## src/rtl/uart_rx.sv

```systemverilog
// uart_rx: 8N1 UART receiver. Double-flop synchronises the serial line,
// validates the start bit at mid-bit, samples eight data bits LSB first at
// mid-bit and checks the stop bit. Emits a one-cycle valid strobe with the
// byte, or a one-cycle frame_err strobe, and then waits for the line to
// return high after a framing error so a held-low break is not decoded as
// repeated 0x00 frames.
module uart_rx #(
  parameter int CLKS_PER_BIT = 16
) (
  input  logic       clk,
  input  logic       rst,
  input  logic       rx,
  output logic [7:0] data,
  output logic       valid,
  output logic       frame_err,
  output logic       busy
);

  localparam int H  = CLKS_PER_BIT / 2;
  localparam int CW = $clog2(CLKS_PER_BIT);

  localparam logic [CW-1:0] HALF_LAST = CW'(H - 1);
  localparam logic [CW-1:0] BIT_LAST  = CW'(CLKS_PER_BIT - 1);

  typedef enum logic [2:0] {
    IDLE,
    START,
    DATA,
    STOP,
    BRK
  } state_t;

  state_t        state_q, state_d;
  logic          s1_q, s2_q;
  logic [CW-1:0] cnt_q, cnt_d;
  logic [2:0]    bit_q, bit_d;
  logic [7:0]    shreg_q, shreg_d;
  logic [7:0]    data_q, data_d;
  logic          valid_q, valid_d;
  logic          ferr_q, ferr_d;
  logic          rx_s;

  assign rx_s = s2_q;

  // Two-flop synchroniser; resets to the idle-high line level.
  always_ff @(posedge clk) begin
    if (rst) begin
      s1_q <= 1'b1;
      s2_q <= 1'b1;
    end else begin
      s1_q <= rx;
      s2_q <= s1_q;
    end
  end

  // State, counters, shift register and registered output strobes.
  always_ff @(posedge clk) begin
    if (rst) begin
      state_q <= IDLE;
      cnt_q   <= '0;
      bit_q   <= '0;
      shreg_q <= '0;
      data_q  <= '0;
      valid_q <= 1'b0;
      ferr_q  <= 1'b0;
    end else begin
      state_q <= state_d;
      cnt_q   <= cnt_d;
      bit_q   <= bit_d;
      shreg_q <= shreg_d;
      data_q  <= data_d;
      valid_q <= valid_d;
      ferr_q  <= ferr_d;
    end
  end

  // Next-state logic: mid-bit sampling driven by the cycle counter.
  always_comb begin
    state_d = state_q;
    cnt_d   = cnt_q;
    bit_d   = bit_q;
    shreg_d = shreg_q;
    data_d  = data_q;
    valid_d = 1'b0;
    ferr_d  = 1'b0;

    case (state_q)
      IDLE: begin
        cnt_d = '0;
        if (!rx_s) state_d = START;
      end

      START: begin
        if (cnt_q == HALF_LAST) begin
          cnt_d = '0;
          if (!rx_s) begin
            state_d = DATA;
            bit_d   = '0;
          end else begin
            state_d = IDLE;
          end
        end else begin
          cnt_d = cnt_q + CW'(1);
        end
      end

      DATA: begin
        if (cnt_q == BIT_LAST) begin
          cnt_d   = '0;
          shreg_d = {rx_s, shreg_q[7:1]};
          bit_d   = bit_q + 3'd1;
          if (bit_q == 3'd7) state_d = STOP;
        end else begin
          cnt_d = cnt_q + CW'(1);
        end
      end

      STOP: begin
        if (cnt_q == BIT_LAST) begin
          cnt_d = '0;
          if (rx_s) begin
            data_d  = shreg_q;
            valid_d = 1'b1;
            state_d = IDLE;
          end else begin
            ferr_d  = 1'b1;
            state_d = BRK;
          end
        end else begin
          cnt_d = cnt_q + CW'(1);
        end
      end

      BRK: begin
        cnt_d = '0;
        if (rx_s) state_d = IDLE;
      end

      default: state_d = IDLE;
    endcase
  end

  assign data      = data_q;
  assign valid     = valid_q;
  assign frame_err = ferr_q;
  assign busy      = (state_q != IDLE);

endmodule

```

## config.mk

```make
export PLATFORM = sky130hd
export DESIGN_NAME = uart_rx
export DESIGN_NICKNAME = d
export VERILOG_FILES = /design/src/rtl/uart_rx.sv
export SDC_FILE = /design/constraint.sdc
export NUM_CORES = 1
export LEC_CHECK = 0
export CAP_MARGIN = 40
export CORE_AREA = 4 4 50 70
export CTS_CLUSTER_DIAMETER = 120
export CTS_CLUSTER_SIZE = 28
export DETAILED_ROUTE_END_ITERATION = 10
export DIE_AREA = 0 0 54 74
export PLACE_DENSITY = 0.7
export SYNTH_ARGS = -nofsm -noshare
export SYNTH_HDL_FRONTEND = slang
export SYNTH_SLANG_ARGS = --single-unit
```

## constraint.sdc

```tcl
create_clock -name clk -period 1.75 [get_ports clk]
set_clock_uncertainty 0.05 [all_clocks]
set_input_delay 0.175 -clock clk [delete_from_list [all_inputs] [get_ports clk]]
set_output_delay 0.175 -clock clk [all_outputs]
set_load 0.01 [all_outputs]
```

[Yosys cells after proc, flatten, opt, wreduce, memory -nomap -nowiden]
Index checks and enable logic that the tools add are counted.
Cells by class
  div/mod/pow operators: 0
  magnitude comparators: 0
  $mul: 0
  reductions and logical operators: 11
  bitwise gates (word level): 2
  $add $sub $neg: 2
  equality and inequality tests: 14
  multiplexer cells: 18
  shifts and indexed selects: 0
Operators with widths (number)
  $mux W3: 10
  $pmux W3 S5: 1
  $ne A2 B2 Y1 const B: 7
  $pmux W4 S3: 1
  $mux W4: 2
  $eq A3 B2 Y1 const B: 2
  $eq A3 B3 Y1 const B: 2
  $pmux W3 S2: 1
  $reduce_and A6 Y1: 1
  $reduce_bool A3 Y1: 2
  $add A4 B1 Y4 const B: 1
  $eq A4 B3 Y1 const B: 1
  $eq A4 B4 Y1 const B: 1
  $reduce_and A4 Y1: 1
  $reduce_or A2 Y1: 2
  $add A3 B1 Y3 const B: 1
  $eq A3 B1 Y1 const B: 1
  $logic_not A3 Y1: 1
  $reduce_and A3 Y1: 1
  $reduce_or A3 Y1: 1
  $mux W1: 2
  $mux W2: 1
  $not A1 Y1: 2
  $reduce_and A2 Y1: 1
  $reduce_bool A2 Y1: 1
Word-level totals
  memories: 0
  output and inout bits: 11
  bits of input ports: 3
  latch bits: 0
  flip-flop bits (word level): 30
  bits in read-only memories: 0
  memory bits (writable): 0

[Depth between registers and ports, before layout]
  word-level depth: 4
  gate-level depth with buffers: 5
  depth with buffers taken out: 5

[Worst setup path before layout]
OpenSTA, ideal clock, no wires.
  path kind: flip-flop to flip-flop
  start point: reg cnt_q[0]
  end point: reg shreg_q[0]
  slack: 0.109 ns
  arrival time: 1.471 ns
  stages on the path, launching flop included: 6
  buffers on the path: 1
  period minus slack after synthesis: 1.641 ns
  cell sequence: dfxtp_1 > ha_1 > nand3_2 > or4b_1 > buf_4 > mux2i_1
Between the ends
  longest elaborated chain between the ends: 2
RTL lines
  start: declaration: RTL line 35  | logic [CW-1:0] cnt_q, cnt_d;
  start signal: assignment: RTL line 68  | cnt_q <= cnt_d;
  $eq A4 B4 Y1: RTL line 108  | if (cnt_q == BIT_LAST) begin
  $reduce_and A2 Y1 (no source line)
  end signal: assignment: RTL line 70  | shreg_q <= shreg_d;
  end: declaration: RTL line 37  | logic [7:0] shreg_q, shreg_d;
Every way passes these cells.
A chain may end at the register's enable or synchronous reset.

[Worst setup path in the final report]
  start point: reg cnt_q[0]
  end point: reg state_q[2]
Between the ends
  longest elaborated chain between the ends: 3
  elaborated cells on any way between the ends: 6
  those cells by class: eq/ne (5); reduce/logical (1)
RTL lines
  $eq A4 B4 Y1 / $eq A4 B3 Y1 (equally long branches): RTL line 108, 119, 94
  $ne A2 B2 Y1 (no source line)
  $reduce_and A6 Y1 (no source line) *
  end signal: assignment: RTL line 67  | state_q <= state_d;
  end: declaration: RTL line 33  | state_t state_q, state_d;
Mark *: on every way between the ends. The rest lies on a longest branch, timed or not.

==> run_summary.xml <==
<?xml version="1.0" encoding="UTF-8"?>
<metrics>
  <group name="sta">
    <metric name="final-hold-violation-count" unit="">0</metric>
    <metric name="timing.final.setup_violations" unit="">0</metric>
    <metric name="worst_slew_pin_slew" unit="ps">398.4</metric>
    <metric name="rsz_0062_raised_after_global_routing" unit="">false</metric>
    <metric name="maxSlewViolCount" unit="">0</metric>
    <metric name="timing.final.crit_share" unit="%">94.14</metric>
    <metric name="maxClockFrequency" unit="MHz">607.0</metric>
    <metric name="hold-worst-slack" unit="ps">368.5</metric>
    <metric name="timing.final.ws_setup" unit="ps">102.6</metric>
    <metric name="post_route_minimum_period" unit="ps">1647</metric>
    <metric name="maxSlewHeadroom" unit="%">73.16</metric>
  </group>
  <group name="final_layout">
    <metric name="drive_gt1_share" unit="%">13.77</metric>
    <metric name="regArea" unit="µm²">603.1</metric>
    <metric name="filler_cell_count" unit="">260</metric>
    <metric name="synthToLayoutAreaGrowth" unit="%">20.38</metric>
    <metric name="antenna-diode-count" unit="">0</metric>
    <metric name="final_core_util" unit="%">58.63</metric>
    <metric name="multi_input_area" unit="µm²">713.2</metric>
    <metric name="final_net_count" unit="">172</metric>
    <metric name="final-instance-count-excl-fill" unit="">204</metric>
  </group>
  <group name="critical_path">
    <metric name="worst_r2r_startpoint" unit="">cnt_q[0]</metric>
    <metric name="end_kind" unit="">flip-flop</metric>
    <metric name="r2r_end" unit="">state_q[2]</metric>
    <metric name="worst-setup-path-type" unit="">flip-flop to flip-flop</metric>
    <metric name="rr_worst_depth" unit="">4</metric>
    <metric name="critical_path_arrival" unit="ps">1790</metric>
    <metric name="timing.critical_path.fanout_max" unit="">4</metric>
    <metric name="startpoint_type" unit="">flip-flop</metric>
    <metric name="worst-r2r-setup-slack" unit="ps">100</metric>
    <metric name="worstPathRequired" unit="ps">1890</metric>
  </group>
  <group name="logic_synthesis">
    <metric name="synth.top_cells.by_count" unit="">30 x dfxtp_1, 12 x nand2b_1, 10 x a21oi_1, 10 x o21ai_0</metric>
    <metric name="portion_of_the_post_synthesis_area_used_by_sequential_elements" unit="%">43.28</metric>
    <metric name="synthTopCellsByArea" unit="">dfxtp_1 43%, mux2i_1 6.5%, nand2b_1 5.4%, a21oi_1 3.6%, o21ai_0 3.6%</metric>
    <metric name="share_of_synthesized_registers_carrying_an_async_set_or_reset" unit="%">0</metric>
    <metric name="yosys_warnings" unit="">0</metric>
    <metric name="synth_edf_count" unit="">0</metric>
    <metric name="synth_top_area_share" unit="%">43.28</metric>
    <metric name="postSynthNetCount" unit="">157</metric>
    <metric name="synthesis.instances" unit="">151</metric>
    <metric name="synth_seq_cells" unit="">30</metric>
    <metric name="unique_masters_post_synth" unit="">38</metric>
    <metric name="synthesis.area" unit="mm²">0.001388</metric>
    <metric name="synthMostInstantiatedCell" unit="">dfxtp_1</metric>
    <metric name="ys_dominant_reg_cell" unit="">dfxtp_1</metric>
    <metric name="synth_top_area_cell" unit="">dfxtp_1</metric>
    <metric name="synth.avg_cell_area" unit="µm²">9.189</metric>
  </group>
  <group name="power">
    <metric name="power.ir.vdd_worst" unit="mV">0.6477</metric>
    <metric name="p_leak" unit="nW">0.6091</metric>
    <metric name="power.total" unit="mW">1.304</metric>
    <metric name="p_per_area" unit="mW/mm²">780.7</metric>
  </group>
  <group name="floorplan">
    <metric name="initial_utilization" unit="%">48.70</metric>
    <metric name="placementRows" unit="">23</metric>
    <metric name="fp.dieH" unit="µm">74</metric>
    <metric name="die_width" unit="µm">54</metric>
    <metric name="core_region_area" unit="mm²">0.002849</metric>
    <metric name="floorplan.io_pins" unit="">14</metric>
    <metric name="die_area" unit="mm²">0.003996</metric>
  </group>
  <group name="place">
    <metric name="last_weighted_congestion_value_of_the_routability_driven_placer" unit="">0.8851</metric>
    <metric name="pre_cts_ws" unit="ps">-8.993</metric>
    <metric name="port_buffers" unit="">13</metric>
    <metric name="placed_instances" unit="">196</metric>
    <metric name="hpwl" unit="µm">2194</metric>
  </group>
  <group name="global_routing">
    <metric name="first_global_vias" unit="">1170</metric>
    <metric name="grt_first_pass_wirelength" unit="µm">5271</metric>
    <metric name="gr-total-overflow" unit="">0</metric>
    <metric name="maximum_number_of_pins_on_one_net_before_global_route_repair" unit="">38</metric>
    <metric name="initial_antenna_violation_count" unit="">0</metric>
    <metric name="gr-usage-all-layers" unit="%">18.20</metric>
  </group>
  <group name="min_path">
    <metric name="hold_path_depth" unit="">1</metric>
    <metric name="hold_start" unit="">s1_q</metric>
    <metric name="hold_end" unit="">rx_s</metric>
    <metric name="timing.hold.worst.class" unit="">flip-flop to flip-flop</metric>
  </group>
  <group name="routing">
    <metric name="route.detailed.drc" unit="">0</metric>
    <metric name="dr_total_vias" unit="">1143</metric>
    <metric name="drt-wirelength-per-cell" unit="µm">14.92</metric>
    <metric name="antenna_left" unit="">0</metric>
    <metric name="detailedRoute.firstIterationViolations" unit="">26</metric>
    <metric name="avgViaCountPerCell" unit="">5.603</metric>
    <metric name="drt_first_pass_iters" unit="">4</metric>
    <metric name="drt-total-wl" unit="µm">3043</metric>
  </group>
  <group name="cts">
    <metric name="cts_sinks" unit="">30</metric>
    <metric name="htreeDepth" unit="">2</metric>
    <metric name="clock_latency" unit="ps">280</metric>
    <metric name="tritoncts.num_buffers" unit="">5</metric>
    <metric name="clk_root_buffer_cell" unit="">clkbuf_8</metric>
    <metric name="worst_setup_hold_path_clk_slew" unit="ps">60</metric>
    <metric name="ctsLongestPathBuffers" unit="">2</metric>
    <metric name="cts_post_setup_buffers_inserted" unit="">0</metric>
    <metric name="clock_tree_from_tritoncts" unit="">done</metric>
  </group>
  <group name="status">
    <metric name="status" unit="">finished clean</metric>
  </group>
  <group name="job">
    <metric name="drv_cap" unit="">0</metric>
  </group>
</metrics>
## registers in the layout, summed over array words and instances (netlist names)
signal	flops
data	8
s1_q	1
valid	1
shreg_q	8
frame_err	1
state_q	3
bit_q	3
cnt_q	4
rx_s	1
## worst max path at each step
| stage | from | end | slack [ps] | cells after the start |
|---|---|---|---|---|
| after global placement | cnt_q[0] | shreg_q[4] | 40 | 4 |
| final | cnt_q[0] | state_q[2] | 100 | 4 |
| after floorplan | cnt_q[0] | shreg_q[0] | 110 | 5 |
| after CTS | cnt_q[0] | state_q[2] | 90 | 4 |
| after detailed placement | cnt_q[0] | shreg_q[1] | -9 | 4 |
| after global routing | cnt_q[0] | state_q[2] | 40 | 4 |
## critical path: stages (launching register included)
cell and delay [ps]:
dfxtp_1 370, ha_1 190, nand3_2 110, or4b_1 580
a211oi_1 250
## power breakdown
part           internal [mW]  leakage, nW  switching [mW]  total, mW
registers              0.687        0.243         0.00623      0.694
clock network          0.315       0.0472           0.251      0.566
logic                 0.0226        0.319          0.0219     0.0445
## layout make-up
type	count	share of cell area (%)
inverters	3	0.6742
flip-flops and latches	30	36.10
clock inverters	2	0.7491
multi-input cells	105	42.70
well taps	37	2.772
clock buffers	6	4.944
repair buffers	21	12.06
## timing repair
action                     CTS  global route
setup endpoints to repair    7             0
hold buffers                 0             0
resized for setup            4             0
## per-stage QoR
stage          TNS [ps]  area (µm²)
6_report              0        1670
5_1_grt               0        1670
4_1_cts               0        1670
3_5_place_dp     -17.46        1570
3_3_place_gp          0        1570
2_1_floorplan         0        1388
## metal layers
metal	track usage [%]	up-vias	routed length, µm
li1	-	580	-
met1	20.30	539	1230
met2	31.13	16	1649
met3	5.611	8	91
met4	8.033	0	72
met5	0	-	0
## layout by cell type (no fill, tap or decap), types with 2 or more instances in the layout
cell type         n
nand2b_1         12
nor2_1            4
a211oi_1          2
clkdlybuf4s50_1  12
ha_1              3
o21ai_0          10
or2_2             3
dfxtp_2           2
nand3_1           9
mux2i_1           9
inv_1             3
and3b_1           2
clkbuf_8          6
nand2_1           6
nand4_1           3
buf_4             7
o32ai_1           2
a21oi_1          10
dfxtp_1          28
or4b_1            2
or3_1             2
a2111o_1          2
nor3b_1           2
nand3b_1          3
nor3_1            4
## kinds of logic after synthesis
logic type | Yosys count | synth area share (%)
buffers and inverters | 16 | 5.591
multiplexers | 9 | 6.493
XOR/XNOR | 2 | 1.263
adder cells (fa/ha/maj) | 3 | 2.705
AND/OR/NAND/NOR | 59 | 25.88
AO/OA/AOI/OAI | 32 | 14.79
flip-flops | 30 | 43.28
No activity file was read; power rests on OpenSTA's default activity.
